### config.mk
export PLATFORM = sky130hd
export DESIGN_NAME = axi_4_slave_write_ctrl
export DESIGN_NICKNAME = d
export VERILOG_FILES = /design/src/rtl/axi_4_slave_write_ctrl_pkg.sv /design/src/rtl/axi_4_slave_write_ctrl_addr_gen.sv /design/src/rtl/axi_4_slave_write_ctrl.sv
export SDC_FILE = /design/constraint.sdc
export NUM_CORES = 1
export LEC_CHECK = 0
export ABC_AREA = 1
export CAP_MARGIN = 20
export CORE_AREA = 3 3 532 534
export DETAILED_ROUTE_END_ITERATION = 16
export DIE_AREA = 0 0 535 537
export PLACE_DENSITY = 0.35
export RECOVER_POWER = 50
export SYNTH_ARGS = -nofsm -noshare
export SYNTH_HDL_FRONTEND = slang
export SYNTH_HIERARCHICAL = 1
export SYNTH_SLANG_ARGS = --single-unit
### constraint.sdc
create_clock -name clk -period 3.3 [get_ports clk]
set_clock_uncertainty 0.2 [all_clocks]
set_input_delay 0.33 -clock clk [delete_from_list [all_inputs] [get_ports clk]]
set_output_delay 0.33 -clock clk [all_outputs]
set_load 0.02 [all_outputs]
### src/rtl/axi_4_slave_write_ctrl_pkg.sv
// Shared AXI-4 slave definitions: bus widths, burst/response encodings,
// slave FSM states, channel structs and the AW legality check.
package axi_4_slave_write_ctrl_pkg;

  localparam int XLEN           = 32;
  localparam int DATA_BUS_WIDTH = 512;
  localparam int ADDR_W         = XLEN;
  localparam int DATA_W         = DATA_BUS_WIDTH;
  localparam int STRB_W         = DATA_W / 8;

  localparam logic [1:0] BURST_FIXED = 2'b00;
  localparam logic [1:0] BURST_INCR  = 2'b01;
  localparam logic [1:0] BURST_WRAP  = 2'b10;

  localparam logic [1:0] RESP_OKAY   = 2'b00;
  localparam logic [1:0] RESP_SLVERR = 2'b10;

  typedef enum logic [1:0] {
    SLAVE_IDLE  = 2'd0,
    DATA_STORE  = 2'd1,
    WAIT_BREADY = 2'd2
  } axi_4_slave_states_e;

  typedef struct packed {
    logic [XLEN-1:0]   awid;
    logic [ADDR_W-1:0] axaddr;
    logic [7:0]        axlen;
    logic [2:0]        axsize;
    logic [1:0]        axburst;
    logic              axlock;
    logic [3:0]        axcache;
    logic [2:0]        axprot;
    logic [3:0]        axqos;
  } read_write_address_channel_t;

  typedef struct packed {
    logic [XLEN-1:0]   wid;
    logic [DATA_W-1:0] wdata;
    logic [STRB_W-1:0] wstrb;
    logic              wlast;
  } write_data_channel_t;

  typedef struct packed {
    logic [XLEN-1:0] bid;
    logic [1:0]      bresp;
  } write_response_channel_t;

  // Burst parameters this slave cannot honour; such bursts are drained and
  // answered with SLVERR.
  function automatic logic aw_params_illegal(
    input logic [ADDR_W-1:0] addr,
    input logic [7:0]        len,
    input logic [2:0]        size,
    input logic [1:0]        burst
  );
    logic [ADDR_W-1:0] mask;
    logic              wrap_len_ok;
    mask        = (ADDR_W'(1) << size) - ADDR_W'(1);
    wrap_len_ok = (len == 8'd1) || (len == 8'd3) || (len == 8'd7) || (len == 8'd15);
    aw_params_illegal = (size > 3'd6) ||
                        (burst == 2'b11) ||
                        ((burst == BURST_WRAP) && !wrap_len_ok) ||
                        ((burst == BURST_WRAP) && ((addr & mask) != '0));
  endfunction

endpackage

### src/rtl/axi_4_slave_write_ctrl_addr_gen.sv
// Combinational AXI-4 burst next-address generator (FIXED/INCR/WRAP).
// Arithmetic is ADDR_W bits and wraps modulo 2^ADDR_W.
module axi_4_burst_addr_gen
  import axi_4_slave_write_ctrl_pkg::*;
(
  input  logic [ADDR_W-1:0] addr,
  input  logic [2:0]        size,
  input  logic [7:0]        len,
  input  logic [1:0]        burst,
  output logic [ADDR_W-1:0] next_addr
);

  logic [ADDR_W-1:0] step;
  logic [ADDR_W-1:0] bound;
  logic [ADDR_W-1:0] incr_addr;
  logic [ADDR_W-1:0] wrap_addr;

  assign step  = ADDR_W'(1) << size;
  assign bound = (ADDR_W'(len) + ADDR_W'(1)) << size;

  // INCR realigns after an unaligned first beat; WRAP stays inside its window.
  assign incr_addr = (addr & ~(step - ADDR_W'(1))) + step;
  assign wrap_addr = (addr & ~(bound - ADDR_W'(1))) |
                     ((addr + step) & (bound - ADDR_W'(1)));

  always_comb begin
    next_addr = addr;
    case (burst)
      BURST_INCR: next_addr = incr_addr;
      BURST_WRAP: next_addr = wrap_addr;
      default:    next_addr = addr;
    endcase
  end

endmodule

### src/rtl/axi_4_slave_write_ctrl.sv
// AXI-4 slave write controller: one burst at a time, each W beat becomes a
// strobed memory write, B response returned once the burst completes.
module axi_4_slave_write_ctrl
  import axi_4_slave_write_ctrl_pkg::*;
(
  input  logic                        clk,
  input  logic                        rst_n,
  input  logic                        awvalid,
  output logic                        awready,
  input  read_write_address_channel_t aw_ch,
  input  logic                        wvalid,
  output logic                        wready,
  input  write_data_channel_t         w_ch,
  output logic                        bvalid,
  input  logic                        bready,
  output write_response_channel_t     b_ch,
  output logic                        mem_we,
  output logic [ADDR_W-1:0]           mem_addr,
  output logic [DATA_W-1:0]           mem_wdata,
  output logic [STRB_W-1:0]           mem_wstrb,
  input  logic                        mem_ready,
  output logic [1:0]                  dbg_state
);

  // Handshakes: a transfer happens on a rising edge where valid && ready;
  // this block never lets its own valid depend on the partner's ready.
  axi_4_slave_states_e state;
  logic [ADDR_W-1:0]   cur_addr;
  logic [XLEN-1:0]     lat_id;
  logic [7:0]          lat_len;
  logic [2:0]          lat_size;
  logic [1:0]          lat_burst;
  logic [7:0]          beat_cnt;
  logic                err;

  logic                in_store;
  logic                beat_fire;
  logic                last_beat;
  logic [ADDR_W-1:0]   next_addr;
  logic                unused_aw;

  assign unused_aw = &{1'b0, aw_ch.axlock, aw_ch.axcache, aw_ch.axprot, aw_ch.axqos};

  axi_4_burst_addr_gen u_addr_gen (
    .addr      (cur_addr),
    .size      (lat_size),
    .len       (lat_len),
    .burst     (lat_burst),
    .next_addr (next_addr)
  );

  // Outputs are gated by rst_n so they read 0 for the whole reset window.
  assign in_store  = rst_n && (state == DATA_STORE);
  assign awready   = rst_n && (state == SLAVE_IDLE);
  assign bvalid    = rst_n && (state == WAIT_BREADY);
  assign wready    = in_store && (err || mem_ready);
  assign beat_fire = in_store && wvalid && wready;
  assign last_beat = (beat_cnt == lat_len);

  assign mem_we    = in_store && wvalid && !err;
  assign mem_addr  = cur_addr;
  assign mem_wdata = in_store ? w_ch.wdata : '0;
  assign mem_wstrb = in_store ? w_ch.wstrb : '0;

  assign b_ch.bid   = lat_id;
  assign b_ch.bresp = err ? RESP_SLVERR : RESP_OKAY;
  assign dbg_state  = state;

  always_ff @(posedge clk) begin
    if (!rst_n) begin
      state     <= SLAVE_IDLE;
      cur_addr  <= '0;
      lat_id    <= '0;
      lat_len   <= '0;
      lat_size  <= '0;
      lat_burst <= '0;
      beat_cnt  <= '0;
      err       <= 1'b0;
    end else begin
      case (state)
        SLAVE_IDLE: begin
          if (awvalid) begin
            cur_addr  <= aw_ch.axaddr;
            lat_id    <= aw_ch.awid;
            lat_len   <= aw_ch.axlen;
            lat_size  <= aw_ch.axsize;
            lat_burst <= aw_ch.axburst;
            beat_cnt  <= '0;
            err       <= aw_params_illegal(aw_ch.axaddr, aw_ch.axlen,
                                           aw_ch.axsize, aw_ch.axburst);
            state     <= DATA_STORE;
          end
        end
        DATA_STORE: begin
          if (beat_fire) begin
            beat_cnt <= beat_cnt + 8'd1;
            cur_addr <= next_addr;
            // axlen alone sets the burst length; a mismatched wlast or wid
            // only poisons the response.
            if ((w_ch.wlast != last_beat) || (w_ch.wid != lat_id)) begin
              err <= 1'b1;
            end
            if (last_beat) begin
              state <= WAIT_BREADY;
            end
          end
        end
        WAIT_BREADY: begin
          if (bready) begin
            state <= SLAVE_IDLE;
          end
        end
        default: state <= SLAVE_IDLE;
      endcase
    end
  end

endmodule

==> summary.md, run 1 <==
| Metric | Value |
|---|---|
| Final WS setup | `0.0473 ns` |
| # IOs | `1352` |
| Post-synth top flop | `dfxtp_1` |
| Iter 0 DRT Violations | `approximately 1500` |
| Core Area | `279000 sq um` |
| CP Class | `register to primary output` |
| Antenna violations before repair | `roughly 310` |
| Routed WL | `about 270000 um` |
| TritonCTS clock tree | `done` |
| Port buffer count | `roughly 1300` |
| First-pass GRT wire length | `about 330000 um` |
| Seq pwr share | `between 15 and 20%` |
| Num CTS Buffers | `9` |
| Die Ht | `about 540 um` |
| CP required | `between 2 and 3 ns` |
| Most common cell after layout, fill and taps aside | `clkdlybuf4s50_1` |
| Wl on met1 | `a little over 80000 um` |
| Logic pwr share | `between 70% and 80%` |
| First drt pass iteration count | `5` |
| Total GRT Usage | `about 18%` |
| Cell Rows | `a little under 200` |
| Seq/Total Area, Yosys | `13.2%` |
| Slowest stage cell on the critical path | `nor2_1` |
| Peak VDD IR | `between 0.2 and 0.3 mV` |
| Worst Path Max Fanout | `15` |
| Clk_lat worst skew | `between 0.4 and 0.5 ns` |
| # nets final | `4941` |
| PwrDens | `~260 nW/um^2` |
| Endpoints failing setup | `0` |
| Via/cell ratio | `about 3.0` |
| Tightest Hold Check Type | `register to register` |
| Synth cell types | `just over 50` |
| GRT Residual Overflow | `0` |
| FMAX | `between 300 and 400 MHz` |
| Startpoint type of the worst setup path | `register` |
| Vias in the first global route | `24200` |
| Setup WS pre-CTS | `-0.251 ns` |
| Max_cap viols | `0` |
| Fin. Hold Viols | `0` |
| Routed wl met3 | `about 33000 um` |
| Worst-case clock buffer depth | `2` |
| CTS root buf | `clkbuf_16` |
| Critical path's top delay family | `buffers and inverters` |
| Internal Dissipation | `around 0.0045 W` |
| Via count | `24100` |
| H-tree depth | `3` |
| CP Buf/Inv Count | `5` |
| Setup TNS | `0 ns` |
| Unrepaired setup endpoints after global routing | `true` |
| Leakage power | `approximately 17 nW` |
| Cells along the critical path | `inv_2 -> nor2_8 -> nand2_8 -> buf_4 -> buf_12 -> buf_4 -> nor2_1 -> buf_4` |
| Avg Cell Area, Syn | `~4.9 sq um` |
| Die width | `535 um` |
| Flops & latches, synth | `88` |
| Die area | `between 200000 and 300000 sq um` |
| CP max stage delay | `around 0.60 ns` |
| Post-Synthesis Cells | `2734` |
| Relative slew slack | `3.90%` |
| Most frequent cells in the layout | `clkdlybuf4s50_1 (857), inv_1 (754), nor2_1 (704), nand2_1 (412), buf_4 (320)` |
| Ys async rst share | `0%` |
| Net switching power | `0.00458 W` |
| Fin crit share | `just under 100%` |
| Area added between synthesis and finish | `163%` |
| Synth top area share | `approximately a fifth` |
| Cells taking the most area after synthesis | `inv_1 (21%), nor2_1 (20%), dfxtp_1 (13%), nand2_1 (12%), nand3_1 (5.5%)` |
| Top layer used by detailed routing | `met5` |
| Initial Utilization | `about 4.8%` |
| Synthesized area | `roughly 13000 sq um` |
| EDFF count, synth | `0` |
| Final antenna-violating net count | `0` |
| Minimum clock period | `approximately 3.3 ns` |
| Slew Viols, Final | `0` |
| Yosys Warn Count | `6` |
| Hold buffer count at CTS | `0` |
| Worst-path clk slew | `approximately 0.080 ns` |
| Status | `finished clean` |
| Hold WS | `roughly 0.29 ns` |
| Yosys top cell by area | `inv_1` |
| Clock sink total | `88` |
| CP Capture Type | `primary output` |
| Clk network pwr share | `about an eighth` |
| Share of layout cells above drive strength 1 | `16.1%` |
| Post-DP HPWL | `between 200000 and 300000 um` |
| Switch share | `between 50% and 60%` |
| CP dominant cell by count | `buf_4` |
| Met2 routed WL | `151000 um` |
| DRC Markers | `0` |
| Crit path DAT | `around 2.7 ns` |
| Largest net degree at the start of global routing | `81` |
| Synth Net Count | `between 3000 and 4000` |
| GP Congestion | `about 0.91` |
| Wirelength per Cell | `34.2 um` |
| Worst-Margin Slew | `around 1.4 ns` |
-- kinds of logic (layout without fill, tap and decap cells) --
family	count (synthesis)	count (layout)	synth area share, %
other	1	61	0.0281
and+or+nand+nor	1407	1408	44.5
AOI/OAI and AO/OA	278	278	11.5
xor gates and xnor gates	47	47	3.09
adders and majority gates	19	19	1.84
buffers and inverters	894	2380	25.8
DFF	88	88	13.2
-- path summary, 6_finish.rpt --
check | start | end | slack, ns | depth (start not counted)
max | dbg_state[0] | mem_wdata[190] | 0.05 | 8
min | lat_id[20] | lat_id[20] | 0.29 | 2
max reg2reg | lat_size[2] | mem_addr[19] | 0.16 | 17
min reg2reg | lat_id[20] | lat_id[20] | 0.29 | 2
-- per-stage QoR --
stage / cell area, sq um / total power, W / std cells / utilization [%]
floorplan: 13300 / 0.00382 / 2734 / -
global placement: 34600 / 0.00817 / 7921 / 12.4
detailed placement: 34600 / 0.00814 / 7921 / 12.4
CTS: 35000 / 0.00940 / 7942 / 12.5
global route: 34900 / 0.00963 / 7956 / 12.5
finish: 35000 / 0.00909 / 8005 / 12.6
-- worst register-to-register path: stages, from the launching register on --
cell and delay (ns):
dfxtp_1 0.36, buf_6 0.17, nand2_2 0.13, nor2_2 0.27, ha_4 0.23, nand2_1 0.10
buf_4 0.15, o21ai_0 0.19, a21oi_1 0.09, o21ai_0 0.42, xor2_1 0.13, nand3_1 0.11
nand3_1 0.09, nand2_1 0.11, nand2_1 0.05, nand2_1 0.06, nand2_1 0.05, a31oi_1 0.17
-- power by group through the flow --
stage,sequential [W],clock (W),combinational [W]
2_1_floorplan,0.00152,0,0.00230
3_3_place_gp,0.00144,0,0.00673
3_5_place_dp,0.00144,0,0.00670
4_1_cts,0.00141,0.00120,0.00678
5_1_grt,0.00143,0.00120,0.00700
6_report,0.00141,0.00114,0.00654
-- routing by layer --
metal / up-vias / track usage [%]
met4: 108 / 3.66
li1: 11000 / -
met2: 1323 / 36.8
met1: 11200 / 15.6
met3: 478 / 10.1
met5: - / 0
-- registers in the layout (all words and copies together) (netlist names) --
signal and cells:
lat_id 32, mem_addr 32, beat_cnt 8, lat_len 8
lat_size 3, dbg_state 2, lat_burst 2, err 1
-- layout make-up --
class | count | area (sq um)
clock buffers | 9 | 225
multi-input cells | 1753 | 8380
repair buffers | 1596 | 16900
well taps | 3724 | 4660
inverters | 770 | 2910
fillers | 32500 | 244000
diodes | 60 | 150
clock inverters | 5 | 58.8
flip-flops and latches | 88 | 1770
-- synth_stat cells, types with 15 or more instances --
cell,number
nand3_1,146
nand2_1,423
nand3_2,15
nor3_1,19
nand4_1,15
o21ai_0,115
a21oi_1,75
buf_2,16
nand2_2,25
xor2_1,31
a31oi_1,46
inv_1,754
nor2_1,720
xnor2_1,16
clkbuf_1,90
dfxtp_1,88
ha_1,18
-- timing repair --
item	CTS	global route
gates cloned	2	0
setup endpoints to repair	164	61
pin swaps	2	12
gates resized for setup	99	85
buffers inserted	5	3
Power figures use the tool's default switching activity.
==> inputs of run 2 (changes only) <==
CAP_MARGIN = default   (was 20)
==> results of run 2 <==
Final layout, timing and power as in run 1 (identical DEF).
==> inputs of run 3 (changes only) <==
CAP_MARGIN = 25   (was default)
GPL_TIMING_DRIVEN = 0   (was default)
==> summary.md, run 3 (synthesis results as in run 1) <==
| Metric | Value |
|---|---|
| Via count | `24500 (+1.3%)` |
| Tightest Hold Check Type | `register to register` |
| Most frequent cells in the layout | `inv_1 (751), clkdlybuf4s50_1 (743), nor2_1 (607), nand2_1 (401), dlygate4sd2_1 (394)` |
| Die Ht | `537 um (unchanged)` |
| CTS root buf | `clkbuf_16` |
| Endpoints failing setup | `0 (unchanged)` |
| Most common cell after layout, fill and taps aside | `inv_1` |
| Antenna violations before repair | `294 (-3.9%)` |
| FF-to-FF setup slack | `0.09 ns (-0.07 ns)` |
| Hold buffer count at CTS | `0 (unchanged)` |
| Hold WS | `0.297 ns (+0.00517 ns)` |
| Peak VDD IR | `0.241 mV (-17%)` |
| Final antenna-violating net count | `0 (unchanged)` |
| PwrDens | `265 nW/um^2 (+2.0%)` |
| First-pass GRT wire length | `332000 um (+1.9%)` |
| CP max stage delay | `0.64 ns (+0.04 ns)` |
| CP Capture Type | `primary output` |
| Fill cells | `32800 (+0.88%)` |
| GRT Residual Overflow | `0 (unchanged)` |
| Initial Utilization | `4.78% (unchanged)` |
| Startpoint type of the worst setup path | `register` |
| GP Congestion | `0.916 (+1.3%)` |
| Worst R2R End | `mem_addr[17]` |
| Pwr Total | `0.00868 W (-4.5%)` |
| Wirelength per Cell | `35.6 um (+4.2%)` |
| Status | `finished clean` |
| # nets final | `4840 (-2.0%)` |
| Critical path's top delay family | `buffers and inverters` |
| Worst reg2reg path depth | `17 (unchanged)` |
| Crit path depth | `8 (unchanged)` |
| Routed WL | `281000 um (+2.8%)` |
| Unrepaired setup endpoints after global routing | `true` |
| # IOs | `1352 (unchanged)` |
| Iter 0 DRT Violations | `1858 (+24%)` |
| Worst-Margin Slew | `1.05 ns (-0.395 ns)` |
| Worst Path Max Fanout | `11 (-4)` |
| Worst r2r src | `lat_size[2]` |
| Slew Viols, Final | `0 (unchanged)` |
| Setup TNS | `0 ns (unchanged)` |
| Relative slew slack | `30.2% (+26 points)` |
| Register area | `1790 sq um (+1.3%)` |
| Num CTS Buffers | `9 (unchanged)` |
| Area added between synthesis and finish | `146%` |
| Worst-path clk slew | `0.09 ns (about the same)` |
| CP Buf/Inv Count | `5 (unchanged)` |
| Core Area | `279000 sq um (unchanged)` |
| Worst-case clock buffer depth | `2 (unchanged)` |
| Clk_lat worst skew | `0.42 ns (about the same)` |
| H-tree depth | `3 (unchanged)` |
| Share of layout cells above drive strength 1 | `12.8% (-3.3 points)` |
| CP Class | `register to primary output` |
| Leakage power | `16.0 nW (-4.4%)` |
| Max_cap viols | `0 (unchanged)` |
| Cells along the critical path | `inv_1 -> nor2_8 -> nand2_2 -> buf_8 -> clkbuf_4 -> clkbuf_2 -> nor2_1 -> clkdlybuf4s50_1` |
| Fin crit share | `98.7% (+0.12 points)` |
| Cell Rows | `194 (unchanged)` |
| DRC Markers | `0 (unchanged)` |
| Clock sink total | `88 (unchanged)` |
| Util after Layout | `11.8% (-0.80 points)` |
| Inst Count DP | `7799 (-1.5%)` |
| Fin. Hold Viols | `0 (unchanged)` |
| Worst Setup EP | `mem_wdata[153]` |
| Final std cells w/o fill | `7894 (-1.4%)` |
| Total GRT Usage | `18.8% (+0.42 points)` |
| Post-DP HPWL | `264000 um (+3.0%)` |
| Slowest stage cell on the critical path | `clkdlybuf4s50_1` |
| Multi-input logic area | `9150 sq um (+9.3%)` |
| First drt pass iteration count | `5 (unchanged)` |
| Setup crit start | `dbg_state[0]` |
| TritonCTS clock tree | `done` |
| Minimum clock period | `3.26 ns (+0.00389 ns)` |
| Die area | `287000 sq um (unchanged)` |
| Port buffer count | `1337 (-0.075%)` |
| Largest net degree at the start of global routing | `18 (-78%)` |
| Die width | `535 um (unchanged)` |
| FMAX | `307 MHz (-0.12%)` |
| CP required | `2.77 ns (about the same)` |
| Crit path DAT | `2.73 ns (about the same)` |
| Vias in the first global route | `24000 (-0.99%)` |
| Via/cell ratio | `3.10 (+2.7%)` |
run 3: power by group:
group,internal (W),switching (W)
Clock,0.000534,0.000601
Combinational,0.00215,0.00386
Sequential,0.00121,0.000321
run 3: timing repair:
| action | in CTS | in global routing |
|---|---|---|
| pin swaps | 31 | 23 |
| buffers inserted | 12 | 19 |
| setup endpoints to repair | 604 | 110 |
| resized for setup | 1191 | 85 |
run 3: through the flow:
step / cell area [sq um] / setup WS (ns)
3_5_place_dp: 31500 / -1.43
2_1_floorplan: 13300 / 0.416
5_1_grt: 32700 / -0.0407
4_1_cts: 32300 / -0.0470
6_report: 32800 / 0.0434
3_3_place_gp: 31400 / -1.94
run 3: routing by layer:
| metal | vias up | wire length, um | global-route usage [%] |
|---|---|---|---|
| met5 | - | 595 | 0 |
| met4 | 96 | 6850 | 2.83 |
| met3 | 532 | 31900 | 9.05 |
| met2 | 1565 | 156000 | 37.9 |
| met1 | 11400 | 86300 | 16.8 |
| li1 | 10800 | - | - |
run 3: how the worst min path moves through the flow:
stage	slack (ns)	start	end	depth (start not counted)
detailed placement	0.28	lat_id[25]	lat_id[25]	2
global route	0.31	aw_ch[38]	mem_addr[13]	3
finish	0.30	lat_id[25]	lat_id[25]	2
floorplan	0.26	lat_size[1]	lat_size[1]	2
global placement	0.28	lat_id[21]	lat_id[21]	2
CTS	0.29	aw_ch[38]	mem_addr[13]	3
run 3: tightest hold or removal path: cells and delay by family (launching register included):
kind                   cells  cell delay [ns]
flip-flops                 1             0.32
buffers and inverters      1             0.07
AO/OA/AOI/OAI              1             0.06
run 3: layout make-up:
type,count,area share [%]
Sequential cell,88,5.46
Buffer,124,2.23
Clock inverter,6,0.176
Inverter,770,8.87
Multi-Input combinational cell,1752,27.9
Clock buffer,10,0.698
Tap cell,3724,14.2
Antenna cell,48,0.366
Timing Repair Buffer,1372,40.1
